[src/rtl/mac_pkg.sv]
// Shared types and constants for the multiply-accumulate datapath.
package mac_pkg;

   localparam int OP_W   = 4;
   localparam int PROD_W = 8;

   typedef enum logic [1:0] {
      MAC_IDLE  = 2'd0,
      MAC_ACCUM = 2'd1,
      MAC_DONE  = 2'd2
   } mac_state_e;

endpackage

[src/rtl/mac_accum_if.sv]
// Operand stream in, dot-product result out; master is the upstream/downstream side.
interface mac_accum_if
   import mac_pkg::*;
#(
   parameter int ACC_W   = 16,
   parameter int MAX_LEN = 16
) ();

   localparam int BEAT_W = $clog2(MAX_LEN + 1);

   logic              in_valid;
   logic              in_ready;
   logic [OP_W-1:0]   in_a;
   logic [OP_W-1:0]   in_b;
   logic              in_last;
   logic              out_valid;
   logic              out_ready;
   logic [ACC_W-1:0]  out_acc;
   logic              out_ovf;
   logic              out_trunc;
   logic [BEAT_W-1:0] out_beats;

   modport master (
      output in_valid, in_a, in_b, in_last, out_ready,
      input  in_ready, out_valid, out_acc, out_ovf, out_trunc, out_beats
   );

   modport slave (
      input  in_valid, in_a, in_b, in_last, out_ready,
      output in_ready, out_valid, out_acc, out_ovf, out_trunc, out_beats
   );

endinterface

[src/rtl/mac_accum_array_mult.sv]
// 4x4 unsigned array multiplier: rows of gated partial products summed combinationally.
module array_mult
   import mac_pkg::*;
(
   input  logic [OP_W-1:0]   a,
   input  logic [OP_W-1:0]   b,
   output logic [PROD_W-1:0] p
);

   // Partial-product rows accumulated row by row.
   always_comb begin
      p = '0;
      for (int i = 0; i < OP_W; i++) begin
         p = p + ((PROD_W'(a) << i) & {PROD_W{b[i]}});
      end
   end

endmodule

[src/rtl/mac_accum.sv]
// Two-stage multiply-accumulate: registered operand pair, then an accumulator FSM
// that releases each dot product with overflow/truncation status.
module mac_accum
   import mac_pkg::*;
#(
   parameter int ACC_W   = 16,
   parameter int MAX_LEN = 16
) (
   input logic        clk,
   input logic        rst_n,
   mac_accum_if.slave bus
);

   localparam int                BEAT_W    = $clog2(MAX_LEN + 1);
   localparam logic [BEAT_W-1:0] MAX_BEATS = BEAT_W'(MAX_LEN);

   logic              stall_s;
   logic [OP_W-1:0]   a_r;
   logic [OP_W-1:0]   b_r;
   logic              v1_r;
   logic              last1_r;
   logic [PROD_W-1:0] prod_s;
   logic [ACC_W-1:0]  prod_ext_s;
   logic [ACC_W:0]    sum_s;
   logic [BEAT_W-1:0] beats_inc_s;
   logic              start_s;

   mac_state_e        state_r;
   logic [ACC_W-1:0]  acc_r;
   logic [BEAT_W-1:0] beats_r;
   logic              ovf_r;
   logic              out_valid_r;
   logic [ACC_W-1:0]  out_acc_r;
   logic              out_ovf_r;
   logic              out_trunc_r;
   logic [BEAT_W-1:0] out_beats_r;

   assign stall_s      = out_valid_r & ~bus.out_ready;
   assign bus.in_ready = ~stall_s;

   // Stage 1: operand register, frozen while the result port is stalled.
   always_ff @(posedge clk or negedge rst_n) begin
      if (!rst_n) begin
         a_r     <= '0;
         b_r     <= '0;
         v1_r    <= 1'b0;
         last1_r <= 1'b0;
      end else if (!stall_s) begin
         a_r     <= bus.in_a;
         b_r     <= bus.in_b;
         v1_r    <= bus.in_valid;
         last1_r <= bus.in_last;
      end
   end

   array_mult u_mult (
      .a (a_r),
      .b (b_r),
      .p (prod_s)
   );

   assign prod_ext_s  = ACC_W'(prod_s);
   assign sum_s       = {1'b0, acc_r} + {1'b0, prod_ext_s};
   assign beats_inc_s = beats_r + BEAT_W'(1);
   // A first beat is taken from IDLE, or from DONE in the release cycle (no bubble).
   assign start_s     = v1_r & ((state_r == MAC_IDLE) |
                                ((state_r == MAC_DONE) & bus.out_ready));

   // Stage 2: accumulator FSM with registered result fields.
   always_ff @(posedge clk or negedge rst_n) begin
      if (!rst_n) begin
         state_r     <= MAC_IDLE;
         acc_r       <= '0;
         beats_r     <= '0;
         ovf_r       <= 1'b0;
         out_valid_r <= 1'b0;
         out_acc_r   <= '0;
         out_ovf_r   <= 1'b0;
         out_trunc_r <= 1'b0;
         out_beats_r <= '0;
      end else begin
         case (state_r)
            MAC_IDLE: begin
               state_r <= MAC_IDLE;
            end
            MAC_ACCUM: begin
               if (v1_r) begin
                  acc_r   <= sum_s[ACC_W-1:0];
                  beats_r <= beats_inc_s;
                  ovf_r   <= ovf_r | sum_s[ACC_W];
                  if (last1_r || (beats_inc_s == MAX_BEATS)) begin
                     state_r     <= MAC_DONE;
                     out_valid_r <= 1'b1;
                     out_acc_r   <= sum_s[ACC_W-1:0];
                     out_beats_r <= beats_inc_s;
                     out_ovf_r   <= ovf_r | sum_s[ACC_W];
                     out_trunc_r <= ~last1_r;
                  end else begin
                     state_r <= MAC_ACCUM;
                  end
               end else begin
                  state_r <= MAC_ACCUM;
               end
            end
            MAC_DONE: begin
               if (bus.out_ready) begin
                  state_r     <= MAC_IDLE;
                  out_valid_r <= 1'b0;
                  acc_r       <= '0;
                  beats_r     <= '0;
                  ovf_r       <= 1'b0;
               end else begin
                  state_r <= MAC_DONE;
               end
            end
            default: begin
               state_r <= MAC_IDLE;
            end
         endcase

         // Later assignments override the case above when a new dot product opens.
         if (start_s) begin
            acc_r   <= prod_ext_s;
            beats_r <= BEAT_W'(1);
            ovf_r   <= 1'b0;
            if (last1_r) begin
               state_r     <= MAC_DONE;
               out_valid_r <= 1'b1;
               out_acc_r   <= prod_ext_s;
               out_beats_r <= BEAT_W'(1);
               out_ovf_r   <= 1'b0;
               out_trunc_r <= 1'b0;
            end else begin
               state_r     <= MAC_ACCUM;
               out_valid_r <= 1'b0;
            end
         end
      end
   end

   assign bus.out_valid = out_valid_r;
   assign bus.out_acc   = out_acc_r;
   assign bus.out_ovf   = out_ovf_r;
   assign bus.out_trunc = out_trunc_r;
   assign bus.out_beats = out_beats_r;

endmodule

[src/flat_wrapper.sv]
// flat-port wrapper written by rule: the top's interface ports become plain ports
module mac_accum_flat import mac_pkg::*;
#(
   parameter int ACC_W   = 16,
   parameter int MAX_LEN = 16
)
  (clk, rst_n, bus_in_valid, bus_in_a, bus_in_b, bus_in_last, bus_out_ready, bus_in_ready, bus_out_valid, bus_out_acc, bus_out_ovf, bus_out_trunc, bus_out_beats);
  mac_accum_if #(.ACC_W(ACC_W), .MAX_LEN(MAX_LEN)) bus_i ();
  input logic clk;
  input logic rst_n;
  input wire logic [$bits(bus_i.in_valid)-1:0] bus_in_valid;
  input wire logic [$bits(bus_i.in_a)-1:0] bus_in_a;
  input wire logic [$bits(bus_i.in_b)-1:0] bus_in_b;
  input wire logic [$bits(bus_i.in_last)-1:0] bus_in_last;
  input wire logic [$bits(bus_i.out_ready)-1:0] bus_out_ready;
  output wire logic [$bits(bus_i.in_ready)-1:0] bus_in_ready;
  output wire logic [$bits(bus_i.out_valid)-1:0] bus_out_valid;
  output wire logic [$bits(bus_i.out_acc)-1:0] bus_out_acc;
  output wire logic [$bits(bus_i.out_ovf)-1:0] bus_out_ovf;
  output wire logic [$bits(bus_i.out_trunc)-1:0] bus_out_trunc;
  output wire logic [$bits(bus_i.out_beats)-1:0] bus_out_beats;
  assign bus_i.in_valid = bus_in_valid;
  assign bus_i.in_a = bus_in_a;
  assign bus_i.in_b = bus_in_b;
  assign bus_i.in_last = bus_in_last;
  assign bus_i.out_ready = bus_out_ready;
  assign bus_in_ready = bus_i.in_ready;
  assign bus_out_valid = bus_i.out_valid;
  assign bus_out_acc = bus_i.out_acc;
  assign bus_out_ovf = bus_i.out_ovf;
  assign bus_out_trunc = bus_i.out_trunc;
  assign bus_out_beats = bus_i.out_beats;
  mac_accum #(.ACC_W(ACC_W), .MAX_LEN(MAX_LEN)) u_core (.clk(clk), .rst_n(rst_n), .bus(bus_i));
endmodule
[config.mk]
export PLATFORM = sky130hd
export DESIGN_NAME = mac_accum_flat
export DESIGN_NICKNAME = d
export VERILOG_FILES = /design/src/rtl/mac_pkg.sv /design/src/rtl/mac_accum_if.sv /design/src/rtl/mac_accum_array_mult.sv /design/src/rtl/mac_accum.sv /design/src/flat_wrapper.sv
export SDC_FILE = /design/constraint.sdc
export NUM_CORES = 1
export LEC_CHECK = 0
export CORE_UTILIZATION = 67
export CTS_CLUSTER_DIAMETER = 40
export DETAILED_ROUTE_END_ITERATION = 8
export DONT_BUFFER_PORTS = 1
export GPL_TIMING_DRIVEN = 0
export MAX_ROUTING_LAYER = met4
export PLACE_DENSITY = 0.83
export REMOVE_ABC_BUFFERS = 1
export SYNTH_ARGS = -nofsm -noshare
export SYNTH_HDL_FRONTEND = slang
export SYNTH_HIERARCHICAL = 1
export SYNTH_SLANG_ARGS = --single-unit
[constraint.sdc]
create_clock -name clk -period 12.9 [get_ports clk]
set_input_delay 3.225 -clock clk [delete_from_list [all_inputs] [get_ports clk]]
set_output_delay 3.225 -clock clk [all_outputs]
set_load 0.05 [all_outputs]
==> results of run 1 <==
-- layout by cell type (no fill, tap or decap), drive strengths merged, types with 7 or more instances in the layout --
cell type	n
mux2	10
ha	22
inv	10
dfrtp	58
xnor2	14
clkbuf	12
a21oi	25
nor2	19
a31oi	10
nand2	41
and2	17
and3	7
o21ai	39
-- metal layers --
layer | part of all wire | track usage
met5 | 0 | -
met4 | 0.022 | 0.122
met3 | 0.064 | 0.0669
met2 | 0.47 | 0.461
met1 | 0.44 | 0.397
-- stage by stage --
step | util | hold WS [ps]
2_1_floorplan | - | 454
3_3_place_gp | 0.698 | 479
3_5_place_dp | 0.698 | 492
4_1_cts | 0.731 | 506
5_1_grt | 0.737 | 525
6_report | 0.737 | 510
-- layout make-up --
cell class	instances	share of cell area
multi-input combinational	281	0.528
sequential	58	0.386
clock buffer	12	0.0412
tap	70	0.0233
inverter	10	0.00998
timing repair buffer	1	0.00732
clock inverter	3	0.00399
-- flip-flops by register name, indices dropped and copies added (netlist names) --
signal,count
u_core/beats_r,5
u_core/bus.out_trunc,1
u_core/bus.out_valid,1
u_core/last1_r,1
u_core/v1_r,1
u_core/bus.out_beats,5
u_core/acc_r,16
u_core/ovf_r,1
u_core/a_r,4
u_core/bus.out_ovf,1
u_core/state_r,2
u_core/bus.out_acc,16
u_core/b_r,4
-- worst paths after layout --
kind	start	endpoint	slack (ps)	cells past startpoint
worst max-delay path	bus_out_ready	bus_in_ready	5200	2
worst min-delay path	u_core/acc_r[6]	u_core/acc_r[6]	510	1
worst max register to register	u_core/a_r[1]	u_core/acc_r[13]	8140	17
worst min register to register	u_core/acc_r[6]	u_core/acc_r[6]	510	1
max in group asynchronous	rst_n	u_core/bus.out_acc[6]	10210	0
min in group asynchronous	rst_n	u_core/acc_r[2]	2580	0
-- kinds of logic after synthesis --
logic type / share of synthesized area
buffers and inverters: 0.0341
adders and majority gates: 0.111
DFF: 0.408
and+or+nand+nor: 0.156
xor gates and xnor gates: 0.0467
AOI/OAI and AO/OA: 0.196
muxes: 0.0485
==> results.tsv, run 1 <==
metric	value	unit
status	complete, no violations	
top cells by count, synth	dfrtp_1, nand2_1, o21ai_0, a21oi_1, ha_1	
Worst-path clk slew	60	ps
synth top area cells	dfrtp_1, ha_1, nand2_1	
Top delay family on crit path	simple AND/OR/NAND/NOR gates	
Remaining Overflow, GRT	0	
layout overhead on the synthesized area	5.66	%
GRT Total Usage	0.304	
clk buf depth	2	
area of the multi-input gates	1990	µm²
Worst slew margin	0.301	
number of global-route vias before repair	2664	
Max Clock Freq	130	MHz
CP required	9680	ps
CTS tree	built	
# diodes	0	
Post-CTS Hold Buffers	0	
CTS resizes	0	
flip-flop and latch count after synthesis	58	
Skew-Pair Late Insertion Delay	330	ps
EDFF count, synth	0	
Pins Over Slew Limit	0	
initial cell density of the core	0.697	
Die Y	74.9	µm
Setup violations, final	0	
Yosys warning total	6	
ys flop type	dfrtp_1	
slowest CP cell	nor2b_1	
count of buffers from port buffering	0	
Least-Margin Pin Slew	1050	ps
post-synth top area share	0.408	
initial antenna violation count	0	
worst setup margin	5200	ps
fill count	359	
synthesized instance count	362	
crit path DAT	4480	ps
Root Driver	clkbuf_8	
die area	5610	µm²
WL/cell	17.6	µm
Register Area	1450	µm²
Remaining DRCs	0	
CTS buffer count	9	
post-place instance area	3560	µm²
post-route minimum period	7700	ps
max cap viols	0	
period utilization	0.597	
Worst Path Class, Setup	input pin to primary output	
Final Wtd Congestion	0.875	
WP buf/inv	1	
Final Instance Area	3760	µm²
total iterations of the first detailed-routing run	7	
Max Clock Skew	7.95	ps
syn avg cell area	9.84	µm²
via count	2800	
TritonCTS sink count	58	
layout cells sized above 1	0.0904	
H-tree depth	3	
final cell count without fillers	435	
Cells after DPL	419	
Critical Path End Type	primary output	
# Post-CTS Setup Buffers	0	
sequence of cells on the critical path	nor2b_1 > inv_1	
Netlist Area Pre-Place	3560	µm²
hold crit path type	flop to flop	
asr flop ratio synth	1.00	
average via count per standard cell	6.44	
dpl hpwl	4960	µm
total core area	5110	µm²
leading area contributor after synthesis	dfrtp_1	
row count	26	
Setup WS pre-CTS	5170	ps
top-count cell post-synth	dfrtp_1	
crit start category	input pin	
CP max stage delay	760	ps
Setup TNS Final	0	ps
Die Wd	74.9	µm
final WL	7640	µm
antenna viol nets, final	0	
Final #Nets	402	
Ports	38	
largest net degree at the start of global routing	59	
Seq/Total Area, Yosys	0.408	
CP Max Fanout	11	
first-pass GRT wire length	12200	µm
RSZ-0062 raised after global routing	false	
Iteration-0 DRC Markers	194	
Final Hold Violating Endpoints	0	
Netlist cell types	52	
Power of run 1 is left out: the tool's default activity adds up to more than one toggle a clock period on the data nets, which glitch-free logic cannot reach.
==> run 2, diff against run 1 <==
--- a/config.mk
+++ b/config.mk
@@ -5,13 +5,13 @@
 export SDC_FILE = /design/constraint.sdc
 export NUM_CORES = 1
 export LEC_CHECK = 0
-export CORE_UTILIZATION = 67
+export CORE_UTILIZATION = 58
 export CTS_CLUSTER_DIAMETER = 40
 export DETAILED_ROUTE_END_ITERATION = 8
 export DONT_BUFFER_PORTS = 1
 export GPL_TIMING_DRIVEN = 0
 export MAX_ROUTING_LAYER = met4
-export PLACE_DENSITY = 0.83
+export PLACE_DENSITY = 0.76
 export REMOVE_ABC_BUFFERS = 1
 export SYNTH_ARGS = -nofsm -noshare
 export SYNTH_HDL_FRONTEND = slang
==> constraint.sdc (replaced) <==
create_clock -name clk -period 6.9 [get_ports clk]
set_input_delay 1.725 -clock clk [delete_from_list [all_inputs] [get_ports clk]]
set_output_delay 1.725 -clock clk [all_outputs]
set_load 0.05 [all_outputs]
==> results.tsv, run 2 (synthesis results as in run 1) <==
metric	value	unit	change
Max Clock Freq	212	MHz	
Util after Layout	0.638		-0.0982
CP required	7150	ps	-2530 ps
sequence of cells on the critical path	and2_1 > fa_1 > inv_1 > fa_1 > inv_1 > ha_1 > fa_1 > a21o_1 > a21oi_2 > xnor2_1 > ha_1 > and3_1 > a221o_1 > a31o_1 > and2_1 > nand2b_1 > a31oi_1		
dpl hpwl	4890	µm	-1.3%
hold crit path type	flop to flop		
TritonCTS sink count	58		unchanged
CP Max Fanout	5		-6
Fin Hold WS	501	ps	-8.92 ps
Worst slew margin	0.332		+0.0315
final WL	7250	µm	-5.1%
Worst-path clk slew	70	ps	about the same
max cap viols	0		unchanged
crit path DAT	4960	ps	+480 ps
Pins Over Slew Limit	0		unchanged
number of global-route vias before repair	2749		+3.2%
Die Wd	80.4	µm	+7.3%
RSZ-0062 raised after global routing	false		
average via count per standard cell	6.06		-5.8%
Root Driver	clkbuf_8		
Setup violations, final	0		unchanged
GRT Total Usage	0.261		-0.0431
most frequent cells in the layout	dfrtp_1, nand2_1, o21ai_0		
WP buf/inv	2		+1
WL/cell	16.4	µm	-6.4%
slowest CP cell	fa_1		
layout overhead on the synthesized area	6.15	%	
Reg2Reg Setup Slack	2190	ps	-5950 ps
CTS tree	built		
met3 WL	303	µm	-38%
count of buffers from port buffering	0		unchanged
Skew-Pair Late Insertion Delay	330	ps	about the same
die area	6460	µm²	+15%
total core area	5920	µm²	+16%
Die Y	80.4	µm	+7.3%
largest net degree at the start of global routing	59		unchanged
Max Clock Skew	10.5	ps	+2.55 ps
Post-CTS Hold Buffers	0		unchanged
crit start category	flop		
Remaining Overflow, GRT	0		unchanged
layout cells sized above 1	0.0929		+0.00249
total iterations of the first detailed-routing run	4		-3
Remaining DRCs	0		unchanged
Iteration-0 DRC Markers	167		-14%
met1 WL	3470	µm	+3.2%
# Post-CTS Setup Buffers	0		unchanged
Ports	38		unchanged
initial antenna violation count	0		unchanged
Final #Nets	402		unchanged
first-pass GRT wire length	12400	µm	+1.5%
commonest non-fill, non-tap cell in the layout	dfrtp_1		
CTS buffer count	9		unchanged
Worst path most repeated cell	fa_1		
Worst Path Class, Setup	flop to flop		
WL met2	3410	µm	-5.8%
row count	28		+7.7%
Critical Path End Type	flop		
# diodes	0		unchanged
clk buf depth	2		unchanged
Setup TNS Final	0	ps	unchanged
Top delay family on crit path	adder cells		
antenna viol nets, final	0		unchanged
period utilization	0.682		
Top Layer Used	met4		
Final Wtd Congestion	0.890		+1.7%
Least-Margin Pin Slew	999	ps	-48.7 ps
CTS resizes	0		unchanged
post-route minimum period	4710	ps	
via count	2674		-4.5%
CP max stage delay	530	ps	-230 ps
Final Hold Violating Endpoints	0		unchanged
H-tree depth	3		unchanged
status	complete, no violations		
initial cell density of the core	0.601		-0.0958
-- run 2: final timing paths --
check / from / to / cells past startpoint
worst max-delay path: u_core/a_r[1] / u_core/acc_r[11] / 17
worst min-delay path: u_core/acc_r[6] / u_core/acc_r[6] / 1
worst max register to register: u_core/a_r[1] / u_core/acc_r[11] / 17
worst min register to register: u_core/acc_r[6] / u_core/acc_r[6] / 1
max in group asynchronous: rst_n / u_core/acc_r[5] / 0
min in group asynchronous: rst_n / u_core/bus.out_beats[4] / 0
-- run 2: stage by stage --
step | area (µm²) | cells | setup slack [ps]
6_report | 3780 | 441 | 2190
5_1_grt | 3780 | 441 | 1980
4_1_cts | 3750 | 440 | 2170
3_5_place_dp | 3570 | 424 | 2170
3_3_place_gp | 3570 | 424 | 2200
2_1_floorplan | 3480 | 349 | 2530
-- run 2: layout make-up --
class                           count  area, µm²
Fill cell                         485       2140
Multi-Input combinational cell    281       1990
Sequential cell                    58       1450
Clock buffer                       12        155
Tap cell                           75       93.8
Inverter                           10       37.5
Timing Repair Buffer                1       27.5
Clock inverter                      4       26.3
-- run 2: routing by layer --
metal | vias to the layer above | GRT usage
met5 | - | -
met2 | 54 | 0.407
li1 | 1297 | -
met3 | 5 | 0.0693
met1 | 1318 | 0.337
met4 | 0 | 0.0696
Power of run 2 is left out for the same reason.
